`src/rtl/fetch_pkg.sv`:
```
// Shared types and constants for the instruction prefetch buffer.
// Latency: none (declarations only).
// Backpressure: not applicable.
package fetch_pkg;

    localparam int XLEN_DEFAULT = 32;
    localparam logic [31:0] NOP_INSTR = 32'h00000013;  // addi x0, x0, 0

    typedef struct packed {
        logic [XLEN_DEFAULT-1:0] pc;
        logic [XLEN_DEFAULT-1:0] instr;
    } fetch_entry_t;

endpackage

```
`src/rtl/fetch_buffer_if.sv`:
```
// Handshake bundle between imem response, the prefetch buffer and the IF/ID register.
// Latency: none (wires only).
// Backpressure: in_ready toward imem and out_ready from IF/ID.
interface fetch_buffer_if
    import fetch_pkg::*;
#(
    parameter int XLEN  = XLEN_DEFAULT,
    parameter int DEPTH = 4
);
    localparam int CW = $clog2(DEPTH) + 1;

    logic            in_valid;
    logic            in_ready;
    logic [XLEN-1:0] in_pc;
    logic [XLEN-1:0] in_instr;
    logic            flush;
    logic            out_valid;
    logic            out_ready;
    logic [XLEN-1:0] out_pc;
    logic [XLEN-1:0] out_instr;
    logic [CW-1:0]   count;

    // The buffer itself is the slave; the fetch/decode environment is the master.
    modport slave (
        input  in_valid, in_pc, in_instr, flush, out_ready,
        output in_ready, out_valid, out_pc, out_instr, count
    );

    modport master (
        output in_valid, in_pc, in_instr, flush, out_ready,
        input  in_ready, out_valid, out_pc, out_instr, count
    );

endinterface

```
`src/rtl/fetch_buf_ram.sv`:
```
// Storage array for the prefetch buffer: one synchronous write, one async read port.
// Latency: write visible on the read port after the writing edge.
// Backpressure: none; the caller gates wr_en.
module fetch_buf_ram
    import fetch_pkg::*;
#(
    parameter int  DEPTH   = 4,
    parameter type entry_t = fetch_entry_t
) (
    input  logic                     clk,
    input  logic                     wr_en,
    input  logic [$clog2(DEPTH)-1:0] wr_addr,
    input  entry_t                   wr_data,
    input  logic [$clog2(DEPTH)-1:0] rd_addr,
    output entry_t                   rd_data
);

    entry_t mem [DEPTH];

    always_ff @(posedge clk) begin
        if (wr_en) begin
            mem[wr_addr] <= wr_data;
        end
    end

    assign rd_data = mem[rd_addr];

endmodule

```
`src/rtl/fetch_buffer.sv`:
```
// Instruction prefetch FIFO feeding IF/ID; a flush discards every queued entry.
// Latency: 1 cycle push-to-head; 0 cycles when FETCH_BUF_BYPASS_EN is defined and empty.
// Backpressure: in_ready = not full from registered state only; out_ready stalls the head.
module fetch_buffer
    import fetch_pkg::*;
#(
    parameter int DEPTH = 4,
    parameter int XLEN  = XLEN_DEFAULT
) (
    input  logic          clk,
    input  logic          reset,
    fetch_buffer_if.slave bus
);

    localparam int PW = $clog2(DEPTH);
    localparam int CW = PW + 1;
    localparam logic [CW-1:0] FULL_CNT = CW'(DEPTH);

    typedef struct packed {
        logic [XLEN-1:0] pc;
        logic [XLEN-1:0] instr;
    } entry_t;

    logic [PW-1:0] rd_ptr;
    logic [PW-1:0] wr_ptr;
    logic [CW-1:0] cnt;
    logic          armed;
    logic          empty;
    logic          bypass;
    logic          push;
    logic          pop;
    entry_t        wr_entry;
    entry_t        head;

    assign empty        = (cnt == '0);
    // armed holds in_ready low until the first clock after reset release.
    assign bus.in_ready = armed && (cnt < FULL_CNT);
    assign bus.count    = cnt;

    always_comb begin
        bypass = 1'b0;
`ifdef FETCH_BUF_BYPASS_EN
        bypass = empty && bus.in_valid && bus.in_ready && bus.out_ready && !bus.flush;
`endif
    end

    assign push = bus.in_valid && bus.in_ready && !bus.flush && !bypass;
    assign pop  = !empty && bus.out_ready && !bus.flush;

    always_comb begin
        bus.out_valid = 1'b0;
        bus.out_pc    = '0;
        bus.out_instr = XLEN'(NOP_INSTR);
        if (bypass) begin
            bus.out_valid = 1'b1;
            bus.out_pc    = bus.in_pc;
            bus.out_instr = bus.in_instr;
        end else if (!empty) begin
            bus.out_valid = !bus.flush;
            bus.out_pc    = head.pc;
            bus.out_instr = head.instr;
        end
    end

    always_ff @(posedge clk or negedge reset) begin
        if (!reset) begin
            rd_ptr <= '0;
            wr_ptr <= '0;
            cnt    <= '0;
            armed  <= 1'b0;
        end else begin
            armed <= 1'b1;
            if (bus.flush) begin
                rd_ptr <= '0;
                wr_ptr <= '0;
                cnt    <= '0;
            end else begin
                if (push) wr_ptr <= wr_ptr + 1'b1;
                if (pop)  rd_ptr <= rd_ptr + 1'b1;
                case ({push, pop})
                    2'b10:   cnt <= cnt + 1'b1;
                    2'b01:   cnt <= cnt - 1'b1;
                    default: cnt <= cnt;
                endcase
            end
        end
    end

    assign wr_entry.pc    = bus.in_pc;
    assign wr_entry.instr = bus.in_instr;

    fetch_buf_ram #(
        .DEPTH   (DEPTH),
        .entry_t (entry_t)
    ) u_ram (
        .clk     (clk),
        .wr_en   (push),
        .wr_addr (wr_ptr),
        .wr_data (wr_entry),
        .rd_addr (rd_ptr),
        .rd_data (head)
    );

endmodule

```
`src/flat_wrapper.sv`:
```
// flat-port wrapper written by rule: the top's interface ports become plain ports
module fetch_buffer_flat import fetch_pkg::*;
#(
    parameter int DEPTH = 4,
    parameter int XLEN  = XLEN_DEFAULT
)
  (clk, reset, bus_in_valid, bus_in_pc, bus_in_instr, bus_flush, bus_out_ready, bus_in_ready, bus_out_valid, bus_out_pc, bus_out_instr, bus_count);
  fetch_buffer_if #(.XLEN(XLEN), .DEPTH(DEPTH)) bus_i ();
  input  logic clk;
  input  logic reset;
  input wire logic [$bits(bus_i.in_valid)-1:0] bus_in_valid;
  input wire logic [$bits(bus_i.in_pc)-1:0] bus_in_pc;
  input wire logic [$bits(bus_i.in_instr)-1:0] bus_in_instr;
  input wire logic [$bits(bus_i.flush)-1:0] bus_flush;
  input wire logic [$bits(bus_i.out_ready)-1:0] bus_out_ready;
  output wire logic [$bits(bus_i.in_ready)-1:0] bus_in_ready;
  output wire logic [$bits(bus_i.out_valid)-1:0] bus_out_valid;
  output wire logic [$bits(bus_i.out_pc)-1:0] bus_out_pc;
  output wire logic [$bits(bus_i.out_instr)-1:0] bus_out_instr;
  output wire logic [$bits(bus_i.count)-1:0] bus_count;
  assign bus_i.in_valid = bus_in_valid;
  assign bus_i.in_pc = bus_in_pc;
  assign bus_i.in_instr = bus_in_instr;
  assign bus_i.flush = bus_flush;
  assign bus_i.out_ready = bus_out_ready;
  assign bus_in_ready = bus_i.in_ready;
  assign bus_out_valid = bus_i.out_valid;
  assign bus_out_pc = bus_i.out_pc;
  assign bus_out_instr = bus_i.out_instr;
  assign bus_count = bus_i.count;
  fetch_buffer #(.DEPTH(DEPTH), .XLEN(XLEN)) u_core (.clk(clk), .reset(reset), .bus(bus_i));
endmodule
```
`config.mk`:
```
export PLATFORM = sky130hd
export DESIGN_NAME = fetch_buffer_flat
export DESIGN_NICKNAME = d
export VERILOG_FILES = /design/src/rtl/fetch_pkg.sv /design/src/rtl/fetch_buffer_if.sv /design/src/rtl/fetch_buf_ram.sv /design/src/rtl/fetch_buffer.sv /design/src/flat_wrapper.sv
export SDC_FILE = /design/constraint.sdc
export NUM_CORES = 1
export LEC_CHECK = 0
export CORE_MARGIN = 3
export CORE_UTILIZATION = 30
export CTS_CLUSTER_DIAMETER = 60
export CTS_CLUSTER_SIZE = 25
export DETAILED_ROUTE_END_ITERATION = 10
export PLACE_DENSITY = 0.46
export SLEW_MARGIN = 0
export SYNTH_ARGS = -nofsm -noshare
export SYNTH_HDL_FRONTEND = slang
export SYNTH_SLANG_ARGS = --single-unit
```
`constraint.sdc`:
```
create_clock -name clk -period 3.3 [get_ports clk]
set_input_delay 0.495 -clock clk [delete_from_list [all_inputs] [get_ports clk]]
set_output_delay 0.495 -clock clk [all_outputs]
set_load 0.02 [all_outputs]
```
* Yosys cells after proc, flatten, opt, wreduce, memory -nomap -nowiden
Memory sizes are Yosys's and may differ from the RTL's.
Cells that the tools add are included.
** Word-level totals
- Bits in registers :: 8
- RAM bits :: 256
- Input port bits :: 69
- Word-level logic and storage cells :: 34
- Memories kept :: 1
** Operators by class
- Add/sub/neg operators :: 4
- $lt $le $gt $ge :: 1
- Equal/unequal tests :: 2
- Multiplexer cells :: 11
- Reductions and logical operators :: 11
** Memory list
- u_core.u_ram.mem :: words 4, width 64, read ports 1, clocked after Yosys merged registers in 0, wr ports 1, RTL line fetch_buf_ram.sv:18 : entry_t mem [DEPTH];
** Operators with widths (count)
- 32-bit 2-to-1 mux :: 2
- 2-bit 2-to-1 mux :: 4
- 3-bit one-hot mux with 2 select lines :: 1
- 1-bit logical AND :: 5
- 2-bit by 1-bit adder with 2-bit output, second input constant :: 2
- 2-bit nonzero test :: 2
- 3-bit by 1-bit adder with 3-bit output, second input constant :: 1
- 3-bit zero test :: 1
- 3-bit less-than comparator, second input constant :: 1
- 1-bit 2-to-1 mux :: 3
- 3-bit 2-to-1 mux :: 1
- 3-bit nonzero test :: 1
- 3-bit by 1-bit subtractor with 3-bit output, second input constant :: 1
- 2-bit by 1-bit == test with 1-bit output, second input constant :: 1
- 2-bit == test, second input constant :: 1
- 1-bit zero test :: 2

* Depth between registers and ports, before layout
- Depth after elaboration :: 7
- Gate-level depth with buffers :: 6
- Gate-level depth less buffers :: 6

* Cells and area by module
Synthesis repeated with hierarchy kept, for this count alone.
** Second synthesis, totals
- Cell total of the unflattened synthesis :: 463
- Area, all modules :: 10291.1 sq um
** Modules (own cells, without submodules)
- fetch_buf_ram :: times used 1, cells an instance 338, area each 9341.5 sq um
- fetch_buffer :: times used 1, cells an instance 125, area each 949.7 sq um

* Worst setup path after synthesis
Ideal clock, no wire load.
- Kind :: flip-flop to flip-flop
- Start :: reg u_core.cnt[2], in the netlist u_core.bus.count[2]
- End :: mem u_core.u_ram.mem[0][0] (netlist name) (enable)
- Arrival :: 2.562 ns
- Data required time :: 2.871 ns
- Slack :: 0.309 ns
- Stages on the path, launching flop included :: 4
- Period minus slack after synthesis :: 2.991 ns
- Cell sequence :: dfrtp_1 > nand3b_2 > nor2_1 > and2_1
** Between the ends
- Longest elaborated chain between the ends :: 6
** RTL lines
- from (decl) :: RTL line fetch_buffer.sv:26 : logic [CW-1:0] cnt;
- from (signal assigned) :: RTL line fetch_buffer.sv:81 : 2'b10: cnt <= cnt + 1'b1;
- from (signal assigned) :: RTL line fetch_buffer.sv:82 : 2'b01: cnt <= cnt - 1'b1;
- from (signal assigned) :: RTL line fetch_buffer.sv:83 : default: cnt <= cnt;
- 3-bit less-than comparator :: RTL line fetch_buffer.sv:37 : assign bus.in_ready = armed && (cnt < FULL_CNT);
- 1-bit logical AND :: RTL line fetch_buffer.sv:37
- 1-bit logical AND (2 in a row) :: RTL line fetch_buffer.sv:47 : assign push = bus.in_valid && bus.in_ready && !bus.flush && !bypass;
- 1-bit 2-to-1 mux :: RTL line fetch_buf_ram.sv:21 : if (wr_en) begin
- 1-bit 2-to-1 mux (not written as such) :: RTL line fetch_buf_ram.sv:22 : mem[wr_addr] <= wr_data;
- to (decl) :: RTL line fetch_buf_ram.sv:18
Every way passes these cells.

* Worst setup path after layout
- Start :: reg u_core.rd_ptr[1]
- End :: out bus_out_pc[13]
** Between the ends
- Longest elaborated chain between the ends :: 2
** RTL lines
- from (decl) :: RTL line fetch_buffer.sv:24 : logic [PW-1:0] rd_ptr;
- from (signal assigned) :: RTL line fetch_buffer.sv:79 : if (pop) rd_ptr <= rd_ptr + 1'b1;
- memory 4 x 64 bit
- 32-bit 2-to-1 mux :: RTL line fetch_buffer.sv:58 : end else if (!empty) begin
- to (decl) :: RTL line flat_wrapper.sv:18 : output wire logic [$bits(bus_i.out_pc)-1:0] bus_out_pc;
Every way passes these cells.

==> results.toml <==
[die]
rows = 66
dieHeight_um = 190
dieArea_um2 = 36200
die_width_um = 190
design.core.area_um2 = 32900
initial_utilization_pct = 30.9
ioPinCount = 138

[critical_path]
path_cells = "buf_12 -> mux4_2 -> and2_1 -> clkdlybuf4s50_1"
worstPathArrival_ps = 2650
worst_path_dominant_cell_family = "buffers and inverters"
r2r-end = "u_core.u_ram.mem[2][22]"
critPathMaxStageDelay_ps = 660
r2r_cells = 4
rrSetupSlack_ps = 1110
cp.required_ps = 2800
worst-path-buf-inv = 2
r2r_start = "u_core.bus.count[2]"
critPathMaxFanout = 38
cpMaxStageDelayCell = "dfrtp_4"
endpoint_kind = "output port"
start_kind = "register"
path_class = "reg -> out"

[global_routing]
grt_first_pass_wirelength_um = 32200
antenna_found_initial = 0
grt_pass1_vias = 5291
grt_max_degree = 65
track_usage_pct = 11.7
overflow = 0

[sta]
max_freq_ghz = 0.318
rsz0062_at_grt = "false"
worstMarginPinSlew_ps = 624
final-setup-viol-count = 0
clock-skew-final_ps = 20.1
finalCritPeriodShare_pct = 95.2
hold_violations = 0
drv_slew = 0
slew_headroom_pct = 58.4
min_period_ps = 3140
tns_ps = 0

[cts]
worstSkewPairLatency_ps = 530
cts_buffers = 23
clockBufferDepth = 3
htreeDepth = 1
cts_tree = "done"
postCtsHoldBufs = 0
clock_sinks = 264
cts_root_buf = "clkbuf_16"
post-cts-setup-buffers = 0
cts_resized = 0
clk_pin_slew_ps = 70

[synthesis]
yosysMostFrequentCell = "edfxtp_1"
synth_area_um2 = 10200
synthCells = 454
async_flop_share_pct = 3.03
yosys_warnings = 0
synth_top_area_cell = "edfxtp_1"
synthFlopType = "edfxtp_1"
synth_top_area_share_pct = 75.6
synth_area_leaders = "edfxtp_1 76%, mux4_2 14%, and2_1 4.1%, dfrtp_1 2.0%, buf_6 0.66%"
synth_seq_cells = 264
ys_seq_area_share_pct = 77.5
synthTopCellsByCount = "256 x edfxtp_1, 66 x and2_1, 64 x mux4_2"
synth_cell_type_count = 26
synth-edff-count = 256
synth_nets = 528
syn-mean-instance-area_um2 = 22.4

[placement]
routabilityCongestion = 0.668
port_buffers = 137
dpl.cell_count = 1023
dp_hpwl_um = 12000

[detailed_routing]
drtAntennaViolNets = 0
vias = 4808
drt_wl_total_um = 21000
first_pass_iters = 4
drc = 0
via_per_inst = 4.51
wl_per_cell_um = 19.7
drtIter0Drc = 263

[power]
p_per_area_nw_per_um2 = 786
internal_power_w = 0.00696
p_leak_nw = 4.04
vdd.ir_drop.worst_mv = 0.663
combinationalPowerShare_pct = 35.0
seqPwrFrac_pct = 37.9
power_w = 0.0102
switchingPower_w = 0.00323
swShare_pct = 31.7
clkPwrFrac_pct = 27.1

[final_layout]
n_antenna_cell = 0
seq_area_um2 = 7900
multi_input_area_um2 = 2150
drive_gt1_share_pct = 20.4
final_util_pct = 39.3
final-instance-count-excl-fill = 1065
syn_to_final_growth_pct = 27.4
n_fill_cell = 2981
nets = 680

[job]
maxCapViolations = 0

[hold_path]
hp-class = "in -> async"

[outcome]
status = "finished clean"
[registers in the layout, summed over array words and instances, names as in the netlist]
name	flops
u_core.armed	1
u_core.bus.count	3
u_core.rd_ptr	2
u_core.u_ram.mem	256
u_core.wr_ptr	2
[power by group through the flow]
| stage | logic (W) | clock network, W | registers (W) |
|---|---|---|---|
| 6_report | 0.00356 | 0.00276 | 0.00387 |
| 2_1_floorplan | 0.00213 | 0 | 0.00393 |
| 3_5_place_dp | 0.00367 | 0 | 0.00395 |
| 3_3_place_gp | 0.00366 | 0 | 0.00394 |
| 5_1_grt | 0.00384 | 0.00300 | 0.00388 |
| 4_1_cts | 0.00369 | 0.00288 | 0.00387 |
[cells by family after synthesis]
| logic type | Yosys count | synth area share (%) |
|---|---|---|
| AND/OR/NAND/NOR | 87 | 5.19 |
| buffers and inverters | 24 | 1.48 |
| adder cells (fa/ha/maj) | 5 | 0.689 |
| XOR/XNOR | 4 | 0.344 |
| other | 1 | 0.0369 |
| multiplexers | 66 | 14.4 |
| flip-flops | 264 | 77.5 |
| AO/OA/AOI/OAI | 3 | 0.369 |
[worst max-delay path by stage]
stage	from	end	slack, ps	cells past startpoint
after floorplan	u_core.bus.count[2]	u_core.u_ram.mem[0][0]	310	3
after global placement	u_core.rd_ptr[0]	bus_out_pc[31]	670	4
after detailed placement	u_core.rd_ptr[0]	bus_out_pc[22]	670	4
after CTS	u_core.rd_ptr[1]	bus_out_pc[22]	90	4
after global routing	u_core.bus.count[2]	bus_out_instr[6]	30	4
final	u_core.rd_ptr[1]	bus_out_pc[13]	160	4
[routing by layer]
| metal | up-vias | GRT usage, % | wire length (um) |
|---|---|---|---|
| met5 | - | 0 | 0 |
| met4 | 0 | 3.10 | 395 |
| met3 | 28 | 2.08 | 1050 |
| met2 | 110 | 20.2 | 10600 |
| met1 | 2532 | 15.3 | 8970 |
| li1 | 2138 | - | - |
[worst register-to-register path: stages, from the launching register on]
cell and delay, ps:
dfrtp_1 480, nand3b_2 380, nor2_1 280, and2_4 400, buf_4 340
[layout by cell type, fill, tap and decap left out, types with 4 or more instances in the layout]
cell / count
and2_1: 62
and2_4: 4
buf_12: 7
buf_4: 5
clkbuf_16: 23
clkdlybuf4s50_1: 137
clkinv_8: 8
dfrtp_1: 6
edfxtp_1: 256
ha_1: 4
mux4_2: 64
nor2_1: 8
[area by class of cell]
class / instances / area share [%]
well taps: 442 / 4.27
clock buffers: 23 / 4.44
inverters: 2 / 0.0579
repair buffers: 149 / 12.0
multi-input cells: 166 / 16.6
flip-flops and latches: 264 / 60.9
clock inverters: 19 / 1.79
[through the flow]
stage	cell area [um^2]	hold slack, ps	setup WS [ps]
floorplan	10200	199	309
finish	13000	282	159
detailed placement	12200	595	667
global placement	12200	560	668
CTS	13000	271	87.8
global route	13000	298	33.7
(Power assumes the default switching activity.)
